`src/rtl/ex_operand_stage_if.sv`:
```
// Decode-to-ALU operand stage bundle: decode handshake, forwarding sources, flush and ALU side.
// The master drives instructions and forwarding data; the slave is the operand stage.
interface ex_operand_stage_if #(
  parameter int unsigned XLEN = 32,
  parameter int unsigned OPW  = 4
);
  logic            in_valid;
  logic            in_ready;
  logic [OPW-1:0]  in_op;
  logic [4:0]      in_rs1;
  logic [4:0]      in_rs2;
  logic [XLEN-1:0] in_rs1_val;
  logic [XLEN-1:0] in_rs2_val;
  logic [XLEN-1:0] in_imm;
  logic            in_use_imm;
  logic [4:0]      in_rd;
  logic            in_rd_we;

  logic [4:0]      exmem_rd;
  logic [4:0]      memwb_rd;
  logic            exmem_we;
  logic            memwb_we;
  logic [XLEN-1:0] exmem_val;
  logic [XLEN-1:0] memwb_val;
  logic            exmem_is_load;
  logic            flush;

  logic            out_valid;
  logic            out_ready;
  logic [OPW-1:0]  alu_op;
  logic [XLEN-1:0] alu_a;
  logic [XLEN-1:0] alu_b;
  logic [4:0]      out_rd;
  logic            out_rd_we;

  modport master (
    output in_valid, in_op, in_rs1, in_rs2, in_rs1_val, in_rs2_val, in_imm, in_use_imm,
    output in_rd, in_rd_we, exmem_rd, memwb_rd, exmem_we, memwb_we, exmem_val, memwb_val,
    output exmem_is_load, flush, out_ready,
    input  in_ready, out_valid, alu_op, alu_a, alu_b, out_rd, out_rd_we
  );

  modport slave (
    input  in_valid, in_op, in_rs1, in_rs2, in_rs1_val, in_rs2_val, in_imm, in_use_imm,
    input  in_rd, in_rd_we, exmem_rd, memwb_rd, exmem_we, memwb_we, exmem_val, memwb_val,
    input  exmem_is_load, flush, out_ready,
    output in_ready, out_valid, alu_op, alu_a, alu_b, out_rd, out_rd_we
  );
endinterface

```
`src/rtl/ex_operand_stage.sv`:
```
// Single-entry decode/ALU pipeline register with EX/MEM and MEM/WB operand forwarding,
// load-use bubble insertion and flush.
module ex_operand_stage #(
  parameter int unsigned XLEN = 32,
  parameter int unsigned OPW  = 4
) (
  input logic               clk,
  input logic               rst_n,
  ex_operand_stage_if.slave bus
);

  logic            valid_q, valid_d;
  logic [OPW-1:0]  op_q, op_d;
  logic [4:0]      rs1_q, rs1_d, rs2_q, rs2_d, rd_q, rd_d;
  logic [XLEN-1:0] rs1_val_q, rs1_val_d, rs2_val_q, rs2_val_d, imm_q, imm_d;
  logic            use_imm_q, use_imm_d, rd_we_q, rd_we_d;

  logic [XLEN-1:0] fwd_rs1, fwd_rs2;
  logic            hazard, fire_in, fire_out;
  logic            load_rs1, load_rs2;

  function automatic logic [XLEN-1:0] forward(
    input logic [4:0]      src,
    input logic [XLEN-1:0] stored,
    input logic            ex_we,
    input logic [4:0]      ex_rd,
    input logic [XLEN-1:0] ex_val,
    input logic            wb_we,
    input logic [4:0]      wb_rd,
    input logic [XLEN-1:0] wb_val
  );
    if (src == 5'd0)                 return '0;
    else if (ex_we && ex_rd == src)  return ex_val;
    else if (wb_we && wb_rd == src)  return wb_val;
    else                             return stored;
  endfunction

  always_comb begin
    fwd_rs1 = forward(rs1_q, rs1_val_q, bus.exmem_we, bus.exmem_rd, bus.exmem_val,
                      bus.memwb_we, bus.memwb_rd, bus.memwb_val);
    fwd_rs2 = forward(rs2_q, rs2_val_q, bus.exmem_we, bus.exmem_rd, bus.exmem_val,
                      bus.memwb_we, bus.memwb_rd, bus.memwb_val);
    // A source that matches an in-flight load has no usable value yet.
    load_rs1 = bus.exmem_is_load && bus.exmem_we && bus.exmem_rd != 5'd0 &&
               bus.exmem_rd == rs1_q;
    load_rs2 = bus.exmem_is_load && bus.exmem_we && bus.exmem_rd != 5'd0 &&
               bus.exmem_rd == rs2_q;
    hazard   = valid_q && (load_rs1 || (!use_imm_q && load_rs2));

    bus.out_valid = valid_q && !hazard && !bus.flush;
    fire_out      = bus.out_valid && bus.out_ready;
    bus.in_ready  = bus.flush || !valid_q || fire_out;
    fire_in       = bus.in_valid && bus.in_ready;

    bus.alu_op    = op_q;
    bus.alu_a     = fwd_rs1;
    bus.alu_b     = use_imm_q ? imm_q : fwd_rs2;
    bus.out_rd    = rd_q;
    bus.out_rd_we = rd_we_q;
  end

  always_comb begin
    valid_d   = valid_q;
    op_d      = op_q;
    rs1_d     = rs1_q;
    rs2_d     = rs2_q;
    rs1_val_d = rs1_val_q;
    rs2_val_d = rs2_val_q;
    imm_d     = imm_q;
    use_imm_d = use_imm_q;
    rd_d      = rd_q;
    rd_we_d   = rd_we_q;

    if (bus.flush) begin
      valid_d = 1'b0;
    end else if (fire_in) begin
      valid_d   = 1'b1;
      op_d      = bus.in_op;
      rs1_d     = bus.in_rs1;
      rs2_d     = bus.in_rs2;
      rs1_val_d = bus.in_rs1_val;
      rs2_val_d = bus.in_rs2_val;
      imm_d     = bus.in_imm;
      use_imm_d = bus.in_use_imm;
      rd_d      = bus.in_rd;
      rd_we_d   = bus.in_rd_we;
    end else if (fire_out) begin
      valid_d = 1'b0;
    end else if (valid_q) begin
      // Capture forwarded data so it survives the producer retiring during a stall.
      if (rs1_q != 5'd0 && !load_rs1) rs1_val_d = fwd_rs1;
      if (rs2_q != 5'd0 && !load_rs2) rs2_val_d = fwd_rs2;
    end
  end

  always_ff @(posedge clk) begin
    if (!rst_n) begin
      valid_q   <= 1'b0;
      op_q      <= '0;
      rs1_q     <= '0;
      rs2_q     <= '0;
      rs1_val_q <= '0;
      rs2_val_q <= '0;
      imm_q     <= '0;
      use_imm_q <= 1'b0;
      rd_q      <= '0;
      rd_we_q   <= 1'b0;
    end else begin
      valid_q   <= valid_d;
      op_q      <= op_d;
      rs1_q     <= rs1_d;
      rs2_q     <= rs2_d;
      rs1_val_q <= rs1_val_d;
      rs2_val_q <= rs2_val_d;
      imm_q     <= imm_d;
      use_imm_q <= use_imm_d;
      rd_q      <= rd_d;
      rd_we_q   <= rd_we_d;
    end
  end

endmodule
```
`src/flat_wrapper.sv`:
```
// flat-port wrapper written by rule: the top's interface ports become plain ports
module ex_operand_stage_flat 
#(
  parameter int unsigned XLEN = 32,
  parameter int unsigned OPW  = 4
)
  (clk, rst_n, bus_in_valid, bus_in_op, bus_in_rs1, bus_in_rs2, bus_in_rs1_val, bus_in_rs2_val, bus_in_imm, bus_in_use_imm, bus_in_rd, bus_in_rd_we, bus_exmem_rd, bus_memwb_rd, bus_exmem_we, bus_memwb_we, bus_exmem_val, bus_memwb_val, bus_exmem_is_load, bus_flush, bus_out_ready, bus_in_ready, bus_out_valid, bus_alu_op, bus_alu_a, bus_alu_b, bus_out_rd, bus_out_rd_we);
  ex_operand_stage_if #(.XLEN(XLEN), .OPW(OPW)) bus_i ();
  input logic clk;
  input logic rst_n;
  input wire logic [$bits(bus_i.in_valid)-1:0] bus_in_valid;
  input wire logic [$bits(bus_i.in_op)-1:0] bus_in_op;
  input wire logic [$bits(bus_i.in_rs1)-1:0] bus_in_rs1;
  input wire logic [$bits(bus_i.in_rs2)-1:0] bus_in_rs2;
  input wire logic [$bits(bus_i.in_rs1_val)-1:0] bus_in_rs1_val;
  input wire logic [$bits(bus_i.in_rs2_val)-1:0] bus_in_rs2_val;
  input wire logic [$bits(bus_i.in_imm)-1:0] bus_in_imm;
  input wire logic [$bits(bus_i.in_use_imm)-1:0] bus_in_use_imm;
  input wire logic [$bits(bus_i.in_rd)-1:0] bus_in_rd;
  input wire logic [$bits(bus_i.in_rd_we)-1:0] bus_in_rd_we;
  input wire logic [$bits(bus_i.exmem_rd)-1:0] bus_exmem_rd;
  input wire logic [$bits(bus_i.memwb_rd)-1:0] bus_memwb_rd;
  input wire logic [$bits(bus_i.exmem_we)-1:0] bus_exmem_we;
  input wire logic [$bits(bus_i.memwb_we)-1:0] bus_memwb_we;
  input wire logic [$bits(bus_i.exmem_val)-1:0] bus_exmem_val;
  input wire logic [$bits(bus_i.memwb_val)-1:0] bus_memwb_val;
  input wire logic [$bits(bus_i.exmem_is_load)-1:0] bus_exmem_is_load;
  input wire logic [$bits(bus_i.flush)-1:0] bus_flush;
  input wire logic [$bits(bus_i.out_ready)-1:0] bus_out_ready;
  output wire logic [$bits(bus_i.in_ready)-1:0] bus_in_ready;
  output wire logic [$bits(bus_i.out_valid)-1:0] bus_out_valid;
  output wire logic [$bits(bus_i.alu_op)-1:0] bus_alu_op;
  output wire logic [$bits(bus_i.alu_a)-1:0] bus_alu_a;
  output wire logic [$bits(bus_i.alu_b)-1:0] bus_alu_b;
  output wire logic [$bits(bus_i.out_rd)-1:0] bus_out_rd;
  output wire logic [$bits(bus_i.out_rd_we)-1:0] bus_out_rd_we;
  assign bus_i.in_valid = bus_in_valid;
  assign bus_i.in_op = bus_in_op;
  assign bus_i.in_rs1 = bus_in_rs1;
  assign bus_i.in_rs2 = bus_in_rs2;
  assign bus_i.in_rs1_val = bus_in_rs1_val;
  assign bus_i.in_rs2_val = bus_in_rs2_val;
  assign bus_i.in_imm = bus_in_imm;
  assign bus_i.in_use_imm = bus_in_use_imm;
  assign bus_i.in_rd = bus_in_rd;
  assign bus_i.in_rd_we = bus_in_rd_we;
  assign bus_i.exmem_rd = bus_exmem_rd;
  assign bus_i.memwb_rd = bus_memwb_rd;
  assign bus_i.exmem_we = bus_exmem_we;
  assign bus_i.memwb_we = bus_memwb_we;
  assign bus_i.exmem_val = bus_exmem_val;
  assign bus_i.memwb_val = bus_memwb_val;
  assign bus_i.exmem_is_load = bus_exmem_is_load;
  assign bus_i.flush = bus_flush;
  assign bus_i.out_ready = bus_out_ready;
  assign bus_in_ready = bus_i.in_ready;
  assign bus_out_valid = bus_i.out_valid;
  assign bus_alu_op = bus_i.alu_op;
  assign bus_alu_a = bus_i.alu_a;
  assign bus_alu_b = bus_i.alu_b;
  assign bus_out_rd = bus_i.out_rd;
  assign bus_out_rd_we = bus_i.out_rd_we;
  ex_operand_stage #(.XLEN(XLEN), .OPW(OPW)) u_core (.clk(clk), .rst_n(rst_n), .bus(bus_i));
endmodule
```
`config.mk`:
```
export PLATFORM = sky130hd
export DESIGN_NAME = ex_operand_stage_flat
export DESIGN_NICKNAME = d
export VERILOG_FILES = /design/src/rtl/ex_operand_stage_if.sv /design/src/rtl/ex_operand_stage.sv /design/src/flat_wrapper.sv
export SDC_FILE = /design/constraint.sdc
export NUM_CORES = 1
export LEC_CHECK = 0
export ABC_CLOCK_PERIOD_IN_PS = 3600
export CORE_ASPECT_RATIO = 0.7
export CORE_UTILIZATION = 30
export DETAILED_ROUTE_END_ITERATION = 8
export SYNTH_ARGS = -nofsm -noshare
export SYNTH_HDL_FRONTEND = slang
export SYNTH_SLANG_ARGS = --single-unit
```
`constraint.sdc`:
```
create_clock -name clk -period 3.6 [get_ports clk]
set_input_delay 0.9 -clock clk [delete_from_list [all_inputs] [get_ports clk]]
set_output_delay 0.9 -clock clk [all_outputs]
set_load 0.005 [all_outputs]
```
==> out/qor.txt <==
GPL Wtd Cong = 0.880
Peak supply drop = 0.358 mV
Period utilization = 103%
Post-route DRC = 0
Clock latency on the worst-skew pair = 430 ps
Row Count = 47
Placed insts = 1,442
Initial antenna violation count = 3
Complex-gate fraction of the synthesized area = 28.8%
Die Ht = 133 um
Largest net degree at the start of global routing = 62
Hold-fix buffers, CTS = 0
Period minus WS final = 3700 ps
Die footprint = 25,200 um2
Leakage = 5.43 nW
Port Buf Inserts = 274
Worst reg2reg setup slack = 150 ps
Synth Area in Adders = 0%
First drt pass iteration count = 5
Initial Util = 30.9%
Power Density = 370 nW/um2
Clock power share = 37.3%
Mux contribution to synthesized area = 11.5%
Max cap viols = 0
Critical Path End Type = output pin
Simple-gate area share of the yosys netlist = 18.6%
Int Pwr = 0.00346 W
Number of CTS-inserted buffers = 17
Power, Total = 0.00497 W
Type of the worst setup path = in -> out
Routed via count = 9,137
Fin nets = 1,449
Status = complete, but fails checks
Synth cell types = 41
DP HPWL = 23,200 um
Async S/R FF share, synth = 0%
Syn Nets = 1,073
Critical Path RT = 2700 ps
Tightest Pin Transition = 730 ps
Worst-path maximum fanout = 4
Switching power = 0.00151 W
Clock-pin slew on the worst setup and hold paths = 50 ps
Area of placed instances = 11,000 um2
Register area share after synthesis = 32.0%
Commonest non-fill, non-tap cell in the layout = clkdlybuf4s50_1
Maximum clock path buffer count = 2
Vias in the first global route = 9,290
Synthesized area = 7370 um2
Comb pwr share = 32.5%
Core area = 23,900 um2
Unrepaired setup endpoints after global routing = true
Routed Antenna Nets = 0
WL final = 38,800 um
Worst Skew = 8.38 ps
CTS tree = yes
Slew margin rel. = 50.7%
EDFF count, synth = 0
Largest family of logic cells by synthesized area = compound AO/OA/AOI/OAI gates
Cell count after synthesis = 874
Grt ovf = 0
Num ports = 275
Sw frac = 30.4%
Most frequent cells in the layout = 196 x clkdlybuf4s50_1, 116 x dfxtp_1, 115 x buf_4
Final setup viols = 19
First-pass GRT wire length = 56,300 um
Flop pwr share = 30.1%
Yosys warning count = 0
Synthesis-stage register bit count = 118
F_max = 0.270 GHz
Syn_area_per_cell = 8.44 um2
CP Data Arrival Time = 2800 ps
Layout cells sized above 1 = 34.5%
Routed vias/inst = 5.78
Design area = 13,400 um2
Syn-to-layout area delta = 82.2%
H-tree depth = 4
Post-synthesis xor/xnor area fraction = 2.38%
Post-synth top flop = dfxtp_1
HP Class = reg -> reg
WL per Instance = 24.5 um
Die W = 189 um
Final-report max-slew violation count = 0
Failing checks = setup timing
GR Util All Layers = 29.4%
Worst hold margin = 514 ps
Final setup margin = -97.8 ps
Critical Path Start Type = input pin
Clock sink total = 118
Fin cells = 1,580
DRT iter0 DRCs = 869
Final hold viol count = 0
Root Buffer = clkbuf_16
==> registers in the layout, summed over array words and instances (netlist names) <==
register / flops
u_core.rs1_val_q: 32
u_core.rs2_q: 5
u_core.bus.alu_op: 4
u_core.rs1_q: 5
u_core.valid_q: 1
u_core.bus.out_rd: 5
u_core.use_imm_q: 1
u_core.bus.out_rd_we: 1
u_core.imm_q: 32
u_core.rs2_val_q: 32
==> metal layers <==
metal	part of all wire [%]	global-route usage [%]
met3	11	9.01
met5	0.13	0
met4	1.8	9.59
met2	45	45.6
met1	43	38.8
==> logic make-up after synthesis <==
family / Yosys count
AO/OA/AOI/OAI: 300
XOR/XNOR: 20
buffers and inverters: 105
flip-flops: 118
multiplexers: 85
AND/OR/NAND/NOR: 246
==> worst paths after layout <==
path | startpoint | to | cells after the start
min reg2reg | u_core.bus.out_rd[3] | u_core.bus.out_rd[3] | 2
min | u_core.bus.out_rd[3] | u_core.bus.out_rd[3] | 2
max reg2reg | u_core.rs2_q[3] | u_core.rs2_val_q[12] | 18
max | bus_exmem_rd[3] | bus_alu_b[3] | 10
==> timing repair <==
item	CTS	global route
setup endpoints to repair	66	66
setup buffers	92	12
resized for setup	410	97
pin swaps	106	62
gates cloned	10	2
==> synth_stat cells (2+ instances only) <==
cell type,number,area share (%)
dfxtp_1,118,32
mux2i_1,85,12
nand3_1,96,6.5
nor2b_1,54,4.6
and2_1,4,0.34
buf_4,12,1.2
xor2_1,5,0.59
a32o_1,32,4.3
buf_6,5,0.76
a32oi_1,32,3.8
or4_1,2,0.20
nand2_1,6,0.31
clkbuf_1,76,3.9
a311oi_1,32,3.8
nor2_1,2,0.10
xnor2_1,15,1.8
buf_2,11,0.75
o21ai_0,66,4.5
nand4_1,3,0.25
or2_2,34,2.9
o31ai_1,65,6.6
nor3_1,34,2.3
nor4_1,2,0.17
a21oi_1,66,4.5
==> area by class of cell <==
type,instances,area [um2]
repair buffers,461,4630
fillers,2119,10400
clock buffers,21,470
clock inverters,9,150
diodes,1,2.50
inverters,1,3.75
multi-input cells,651,5410
well taps,318,398
flip-flops and latches,118,2360
==> power groups by stage <==
stage | Sequential (W) | Clock, W | Combinational (W)
after floorplan | 0.00148 | 0 | 0.000594
after CTS | 0.00149 | 0.00188 | 0.00151
final | 0.00150 | 0.00185 | 0.00162
after global placement | 0.00150 | 0 | 0.00129
after global routing | 0.00151 | 0.00194 | 0.00170
after detailed placement | 0.00150 | 0 | 0.00130
==> worst max-delay path: stages <==
cell	delay, ps
buf_6	100
xnor2_1	140
nand4_1	170
or3b_4	460
buf_12	150
buf_12	130
buf_8	140
or2_4	240
a32o_1	250
buf_2	130
==> per-stage QoR <==
stage,utilization (%),setup TNS [ps],worst slack (ps)
after global routing,56.3,-2750,-151
after detailed placement,45.9,-46620,-879
final,56.3,-1290,-97.8
after CTS,54.9,-1600,-109
after global placement,45.9,-46380,-857
after floorplan,-,0,245
(Power assumes the default switching activity.)
